`config.mk`:
```
export PLATFORM = sky130hd
export DESIGN_NAME = spram_test_runner
export DESIGN_NICKNAME = d
export VERILOG_FILES = /design/src/rtl/spram_test_runner.sv
export SDC_FILE = /design/constraint.sdc
export NUM_CORES = 1
export LEC_CHECK = 0
export CORE_MARGIN = 1
export CORE_UTILIZATION = 30
export DETAILED_ROUTE_END_ITERATION = 10
export MAX_ROUTING_LAYER = met4
export SLEW_MARGIN = 20
export SYNTH_ARGS = -nofsm -noshare
export SYNTH_HDL_FRONTEND = slang
export SYNTH_SLANG_ARGS = --single-unit
export TNS_END_PERCENT = 5
```
`constraint.sdc`:
```
create_clock -name i_clk -period 5.55 [get_ports i_clk]
set_input_delay 1.3875 -clock i_clk [delete_from_list [all_inputs] [get_ports i_clk]]
set_output_delay 1.3875 -clock i_clk [all_outputs]
set_load 0.01 [all_outputs]
```
`src/rtl/spram_test_runner.sv`:
```
// Host-side sequencer for a run/running/passed self-test fixture: start-up delay,
// RUNS timed passes, pass count and sticky fail flag, LED-level status outputs.
//
//   state   | meaning
//   STARTUP | hold-off after reset, o_run low
//   ARM     | o_run high, waiting for fixture to report running
//   BUSY    | o_run high, waiting for fixture to finish
//   SAMPLE  | one cycle: latch the fixture's passed result
//   GAP     | o_run low so the fixture can re-arm
//   DONE    | all passes finished, absorbing until reset
module spram_test_runner #(
  parameter int STARTUP = 64,
  parameter int RUNS    = 4,
  parameter int TIMEOUT = 1_048_576,
  parameter int GAP     = 16,
  parameter int BLINK   = 24
) (
  input  logic                      i_clk,
  input  logic                      i_rst_n,
  output logic                      o_run,
  input  logic                      i_running,
  input  logic                      i_passed,
  output logic                      o_led_r,
  output logic                      o_led_g,
  output logic                      o_led_b,
  output logic                      o_done,
  output logic                      o_fail,
  output logic [$clog2(RUNS+1)-1:0] o_pass_count
);

  localparam int PW      = $clog2(RUNS + 1);
  localparam int MAX_A   = (STARTUP > TIMEOUT) ? STARTUP : TIMEOUT;
  localparam int CNT_MAX = (MAX_A > GAP) ? MAX_A : GAP;
  localparam int CW      = $clog2(CNT_MAX + 1);

  localparam logic [CW-1:0] CNT_SAT    = CW'(CNT_MAX);
  localparam logic [CW-1:0] STARTUP_TC = CW'(STARTUP - 1);
  localparam logic [CW-1:0] TMO_TC     = CW'(TIMEOUT - 1);
  localparam logic [CW-1:0] GAP_TC     = CW'(GAP - 1);
  localparam logic [PW-1:0] RUNS_V     = PW'(RUNS);

  typedef enum logic [2:0] {
    S_STARTUP = 3'd0,
    S_ARM     = 3'd1,
    S_BUSY    = 3'd2,
    S_SAMPLE  = 3'd3,
    S_GAP     = 3'd4,
    S_DONE    = 3'd5
  } state_t;

  state_t          state_q, state_d;
  logic [CW-1:0]   cnt_q, cnt_d;
  logic [PW-1:0]   passes_q, passes_d;
  logic [PW-1:0]   pass_cnt_q, pass_cnt_d;
  logic            fail_q, fail_d;
  logic            done_q, done_d;
  logic            led_r_q, led_r_d;
  logic            led_g_q, led_g_d;
  logic            led_b_q, led_b_d;
  logic [BLINK:0]  hb_q, hb_d;
  logic [1:0]      run_sync_q, pass_sync_q;
  logic            running_s, passed_s;
  logic            tmo_tc;
  logic            entering;

  assign running_s = run_sync_q[1];
  assign passed_s  = pass_sync_q[1];
  assign tmo_tc    = (cnt_q == TMO_TC);

  always_ff @(posedge i_clk or negedge i_rst_n) begin
    if (!i_rst_n) begin
      state_q     <= S_STARTUP;
      cnt_q       <= '0;
      passes_q    <= '0;
      pass_cnt_q  <= '0;
      fail_q      <= 1'b0;
      done_q      <= 1'b0;
      led_r_q     <= 1'b0;
      led_g_q     <= 1'b0;
      led_b_q     <= 1'b0;
      hb_q        <= '0;
      run_sync_q  <= '0;
      pass_sync_q <= '0;
    end else begin
      state_q     <= state_d;
      cnt_q       <= cnt_d;
      passes_q    <= passes_d;
      pass_cnt_q  <= pass_cnt_d;
      fail_q      <= fail_d;
      done_q      <= done_d;
      led_r_q     <= led_r_d;
      led_g_q     <= led_g_d;
      led_b_q     <= led_b_d;
      hb_q        <= hb_d;
      run_sync_q  <= {run_sync_q[0], i_running};
      pass_sync_q <= {pass_sync_q[0], i_passed};
    end
  end

  // A fixture response wins over a timeout landing on the same cycle.
  always_comb begin
    state_d = state_q;
    case (state_q)
      S_STARTUP: if (cnt_q == STARTUP_TC) state_d = S_ARM;
      S_ARM: begin
        if (running_s)   state_d = S_BUSY;
        else if (tmo_tc) state_d = S_GAP;
      end
      S_BUSY: begin
        if (!running_s)  state_d = S_SAMPLE;
        else if (tmo_tc) state_d = S_GAP;
      end
      S_SAMPLE: state_d = S_GAP;
      S_GAP: begin
        if (cnt_q == GAP_TC) state_d = (passes_q < RUNS_V) ? S_ARM : S_DONE;
      end
      S_DONE:  state_d = S_DONE;
      default: state_d = S_STARTUP;
    endcase
  end

  always_comb begin
    entering = (state_d != state_q);

    cnt_d = cnt_q;
    if (entering)            cnt_d = '0;
    else if (cnt_q != CNT_SAT) cnt_d = cnt_q + CW'(1);

    passes_d = passes_q;
    if (entering && (state_d == S_GAP) && (passes_q != RUNS_V))
      passes_d = passes_q + PW'(1);

    pass_cnt_d = pass_cnt_q;
    if ((state_q == S_SAMPLE) && passed_s && (pass_cnt_q != RUNS_V))
      pass_cnt_d = pass_cnt_q + PW'(1);

    fail_d = fail_q;
    if ((state_q == S_SAMPLE) && !passed_s)
      fail_d = 1'b1;
    if (((state_q == S_ARM) || (state_q == S_BUSY)) && (state_d == S_GAP))
      fail_d = 1'b1;

    done_d  = done_q | (state_d == S_DONE);
    hb_d    = hb_q + (BLINK+1)'(1);
    led_r_d = fail_d;
    led_g_d = done_d & ~fail_d;
    led_b_d = (state_d != S_DONE) & hb_d[BLINK];
  end

  always_comb begin
    o_run = (state_q == S_ARM) || (state_q == S_BUSY) || (state_q == S_SAMPLE);
  end

  assign o_led_r      = led_r_q;
  assign o_led_g      = led_g_q;
  assign o_led_b      = led_b_q;
  assign o_done       = done_q;
  assign o_fail       = fail_q;
  assign o_pass_count = pass_cnt_q;

endmodule
```
; ---- After elaboration in Yosys (flattened, before gate mapping)
; Index checks and enable logic that the tools add are counted.
[classes]
add_sub_neg = 4
n_lt_le_gt_ge = 1
n_eq_ne = 15
muxes = 11
bitwise_logic = 4
reduce_logical = 11
[ops]
columns = operator, n
row1 = 2-to-1 mux 21 bit, 2
row2 = "adder 25 x 1 -> 25 bit, second input constant", 1
row3 = "adder 21 x 1 -> 21 bit, second input constant", 1
row4 = "== test 21 x 20 -> 1 bit, second input constant", 1
row5 = "== test 21 x 4 -> 1 bit, second input constant", 1
row6 = "== test 21 x 6 -> 1 bit, second input constant", 1
row7 = "!= test 21 bit, second input constant", 1
row8 = 2-to-1 mux 3 bit, 6
row9 = one-hot mux 3 bit (6 select lines), 1
row10 = "== test 3 bit, second input constant", 4
row11 = "!= test 3 bit, second input constant", 3
row12 = "adder 3 x 1 -> 3 bit, second input constant", 2
row13 = "== test 3 x 2 -> 1 bit, second input constant", 2
row14 = logical AND 1 bit, 6
row15 = "== test 3 x 1 -> 1 bit, second input constant", 1
row16 = zero test 3 bit, 1
row17 = "less-than comparator 3 bit, second input constant", 1
row18 = != test 3 bit, 1
row19 = AND 1 bit, 2
row20 = logical OR 1 bit, 2
row21 = 2-to-1 mux 1 bit, 2
row22 = nonzero test 2 bit, 1
row23 = zero test 1 bit, 1
row24 = inverter 1 bit, 1
row25 = OR 1 bit, 1
[totals]
ff_bits = 63
elab_cells = 57

; ---- Longest topological paths before layout
[depth]
word_depth = 9
depth_mapped = 8

; ---- Worst setup path after synthesis
; Ideal clock, no wire load.
[synth_timing]
kind = flip-flop to output port
start = reg state_q[0]
end = out o_run
arrival_ns = 0.888
required_time_ns = 4.163
path_slack_ns = 3.275
stages_incl_launch_ff = 4
n_path_buf = 1
cell_sequence = dfrtp_1 > clkbuf_1 > nor2_1 > nor2_1
[synth_via]
elab_chain_len = 3
[synth_rtl]
columns = item, line_no
row1 = "start, declared", 51  ; state_t state_q, state_d;
row2 = "start signal, assigned", 85  ; state_q <= state_d;
row3 = == test 3 x 1 -> 1 bit / == test 3 x 2 -> 1 bit (equally long branches), 151  ; o_run = (state_q == S_ARM) || (state_q == S_BUSY) || (state_q == S_SAMPLE);
row4 = logical OR 1 bit, 151
row5 = logical OR 1 bit (*), 151
row6 = "end, declared", 20  ; output logic o_run,
; Every way passes the cells marked *; elsewhere a longest branch is shown, timed or not.

; ---- Final worst setup path
; Same ends and word-level chain as after synthesis.

==> out/metrics.csv <==
metric;value;unit
Top FF cell, synth;dfrtp_1;
setup_tns;0;ns
PostCTS Resize Cnt;0;
routed wire length;5.62;mm
chip width;103;um
Inst Count DP;428;
Seq/Total Area, Yosys;0.511;
Inserted Clock Buffers;9;
mux cell area share after synthesis;0.0174;
Leak;1.53;nW
critical path endpoint category;output port;
Area Overhead vs Synth;15.0;%
first-pass GRT wire length;9.52;mm
status;completed;
WP data arrival;1.70;ns
Tmin final;3.08;ns
RSZ-0062 raised after global routing;no;
Least-Margin Pin Slew;0.936;ns
cells on worst reg2reg path;6;
Sequential Area;1580;um^2
Mapped Nets;304;
post-CTS setup buffer count;0;
Pins Over Slew Limit;0;
clk_skew;0.00847;ns
Final Hold Fails;0;
mapped cell area;3090;um^2
final routed DRC violation total;0;
area share of and/or/nand/nor cells after synthesis;0.208;
number of synthesized flops with an enable pin;0;
core area;9860;um^2
Slew HR;0.370;
Nets;317;
io pins;13;
post-synthesis cell count;293;
worst path required time;4.16;ns
endpoints failing setup;0;
startpoint types;register;
WHS Path Cells;0;
clock buffer depth;2;
number of diodes;0;
GRT overflow;0;
initial drt markers;92;
# clock sinks;63;
Clk Latency, worst-skew pair;0.34;ns
gr usage total;0.120;
die height;103;um
IO Port Bufs;12;
largest family of logic cells by synthesized area;simple AND/OR/NAND/NOR gates;
XOR/XNOR Fraction of Synth Area;0.128;
Vias per Instance;4.77;
Antenna Nets Post-Route;0;
RR Endpoint;passes_q[1]$_DFFE_PN0P_;
CTS tree;done;
multi-input combinational cell area;1410;um^2
largest net degree at the start of global routing;64;
post-route insts no fill;444;
FF-to-FF setup slack;3.11;ns
routability cong.;0.781;
worst vdd ir;0.000117;V
Die ar.;10700;um^2
worst hold slack;0.345;ns
mean post-synth cell area;10.5;um^2
vias in the first global route;2086;
Via Count;2119;
Crit. Startpoint;state_q[0]$_DFF_PN0_;
Critical R2R Launch;cnt_q[1]$_DFFE_PN0P_;
pwr dens;256;nW/um^2
Adder-Cell Fraction of Synth Area;0.0284;
register bit total from synthesis;63;
Fill cells;973;
initial antenna violation count;0;
synth warn;0;
crit-path max FO;15;
fmax;0.324;GHz
drt pass-1 iters;4;
post-detail-place hpwl;3.73;mm
CTS root buf;clkbuf_8;
H-tree Lvls;3;
WL/cell;12.6;um
Synth Area in Compound Gates;0.0750;
min-delay worst type;reg -> reg;
Synth cell types;45;
Max-Cap Viols;0;
Reg clk slew, reported paths;0.07;ns
Crit Path Class;reg -> out;
initial core utilization;0.313;
share of layout cells above drive strength 1;0.0900;
Tcrit/Tclk final;0.556;
FFs w/ async S/R, synth;1.00;
Hold Buf Count CTS;0;
FP Rows;36;
CP Capture Point;o_run;
## cell usage in the layout (no fill, tap or decap), types with 2 or more instances in the layout
cell / Yosys / routed
a21oi_1: 24 / 24
a31oi_1: 2 / 2
and2_1: 5 / 5
and3_1: 4 / 4
and4_1: 6 / 6
buf_4: 1 / 2
bufinv_16: 0 / 2
clkbuf_8: 0 / 9
clkdlybuf4s50_1: 0 / 11
clkinv_4: 0 / 2
clkinvlp_4: 0 / 2
dfrtp_1: 63 / 63
ha_1: 7 / 7
inv_1: 12 / 12
mux2_2: 2 / 2
mux2i_1: 2 / 2
nand2_1: 21 / 21
nand2b_1: 3 / 3
nand3_1: 18 / 18
nand3b_1: 3 / 3
nand4_1: 10 / 10
nor2_1: 15 / 15
nor2b_1: 2 / 2
nor3_1: 5 / 5
nor4_1: 9 / 9
nor4b_2: 2 / 2
xnor2_1: 27 / 27
xor2_1: 18 / 18
## per-stage QoR
stage	worst slack (ns)	utilization	total power, W	instance area (um^2)
after floorplan	3.27	-	0.000471	3090
after global placement	2.88	0.337	0.000483	3330
after detailed placement	2.84	0.337	0.000483	3330
after CTS	2.45	0.360	0.000926	3550
after global routing	2.33	0.360	0.000950	3550
final	2.47	0.360	0.000908	3550
## power by group
group,internal [W],total (W),switching (W)
logic,0.00000224,0.0000112,0.00000896
clock network,0.000253,0.000435,0.000182
registers,0.000460,0.000462,0.00000140
## final cells by class
cell class	instances	share of cell area
Clock buffer	9	0.0349
Clock inverter	7	0.0275
Timing Repair Buffer	14	0.0367
Multi-Input combinational cell	206	0.397
Tap cell	133	0.0469
Sequential cell	63	0.444
Inverter	12	0.0127
## sequential cells by signal, indices dropped and copies added (netlist names)
name          cells
hb_q             25
cnt_q            21
o_pass_count      3
passes_q          3
state_q           3
pass_sync_q       2
run_sync_q        2
o_done            1
o_led_b           1
o_led_g           1
o_led_r           1
## critical path: stages (launching register included)
cell             delay, ns
dfrtp_1               0.60
nor2_1                0.10
nor2_1                0.11
clkdlybuf4s50_1       0.54
## how the worst min path moves through the flow
stage	start	to	slack, ns
2_1_floorplan	pass_sync_q[0]$_DFF_PN0_	pass_sync_q[1]$_DFF_PN0_	0.33
3_3_place_gp	pass_sync_q[0]$_DFF_PN0_	pass_sync_q[1]$_DFF_PN0_	0.34
3_5_place_dp	pass_sync_q[0]$_DFF_PN0_	pass_sync_q[1]$_DFF_PN0_	0.34
4_1_cts	pass_sync_q[0]$_DFF_PN0_	pass_sync_q[1]$_DFF_PN0_	0.35
5_1_grt	pass_sync_q[0]$_DFF_PN0_	pass_sync_q[1]$_DFF_PN0_	0.36
6_report	pass_sync_q[0]$_DFF_PN0_	pass_sync_q[1]$_DFF_PN0_	0.35
## synthesized netlist by cell type (2+ instances only)
cell,count,area share
dfrtp_1,63,0.51
xnor2_1,27,0.077
a21oi_1,24,0.039
nand2_1,21,0.026
nand3_1,18,0.029
xor2_1,18,0.051
nor2_1,15,0.018
inv_1,12,0.015
nand4_1,10,0.020
nor4_1,9,0.018
ha_1,7,0.028
and4_1,6,0.017
clkbuf_1,6,0.0073
and2_1,5,0.010
buf_2,5,0.0081
nor3_1,5,0.0081
and3_1,4,0.0081
nand2b_1,3,0.0061
nand3b_1,3,0.0073
a31oi_1,2,0.0041
mux2_2,2,0.0073
mux2i_1,2,0.0065
nor2b_1,2,0.0041
nor4b_2,2,0.0097
o21ai_0,2,0.0032
## per-layer routing
layer	vias up	global-route usage	routed length (um)
li1	1048	-	-
met1	1029	0.150	2750
met5	-	-	0
met3	7	0.0497	241
met4	0	0.0303	51
met2	35	0.178	2580
## cell families (layout without fill, tap and decap cells)
| family | after synthesis | after routing |
|---|---|---|
| and+or+nand+nor | 111 | 111 |
| muxes | 5 | 5 |
| adders and majority gates | 7 | 7 |
| DFF | 63 | 63 |
| AOI/OAI and AO/OA | 38 | 38 |
| buffers and inverters | 24 | 42 |
| xor gates and xnor gates | 45 | 45 |
Note: power is estimated with default switching activity, not from simulation.
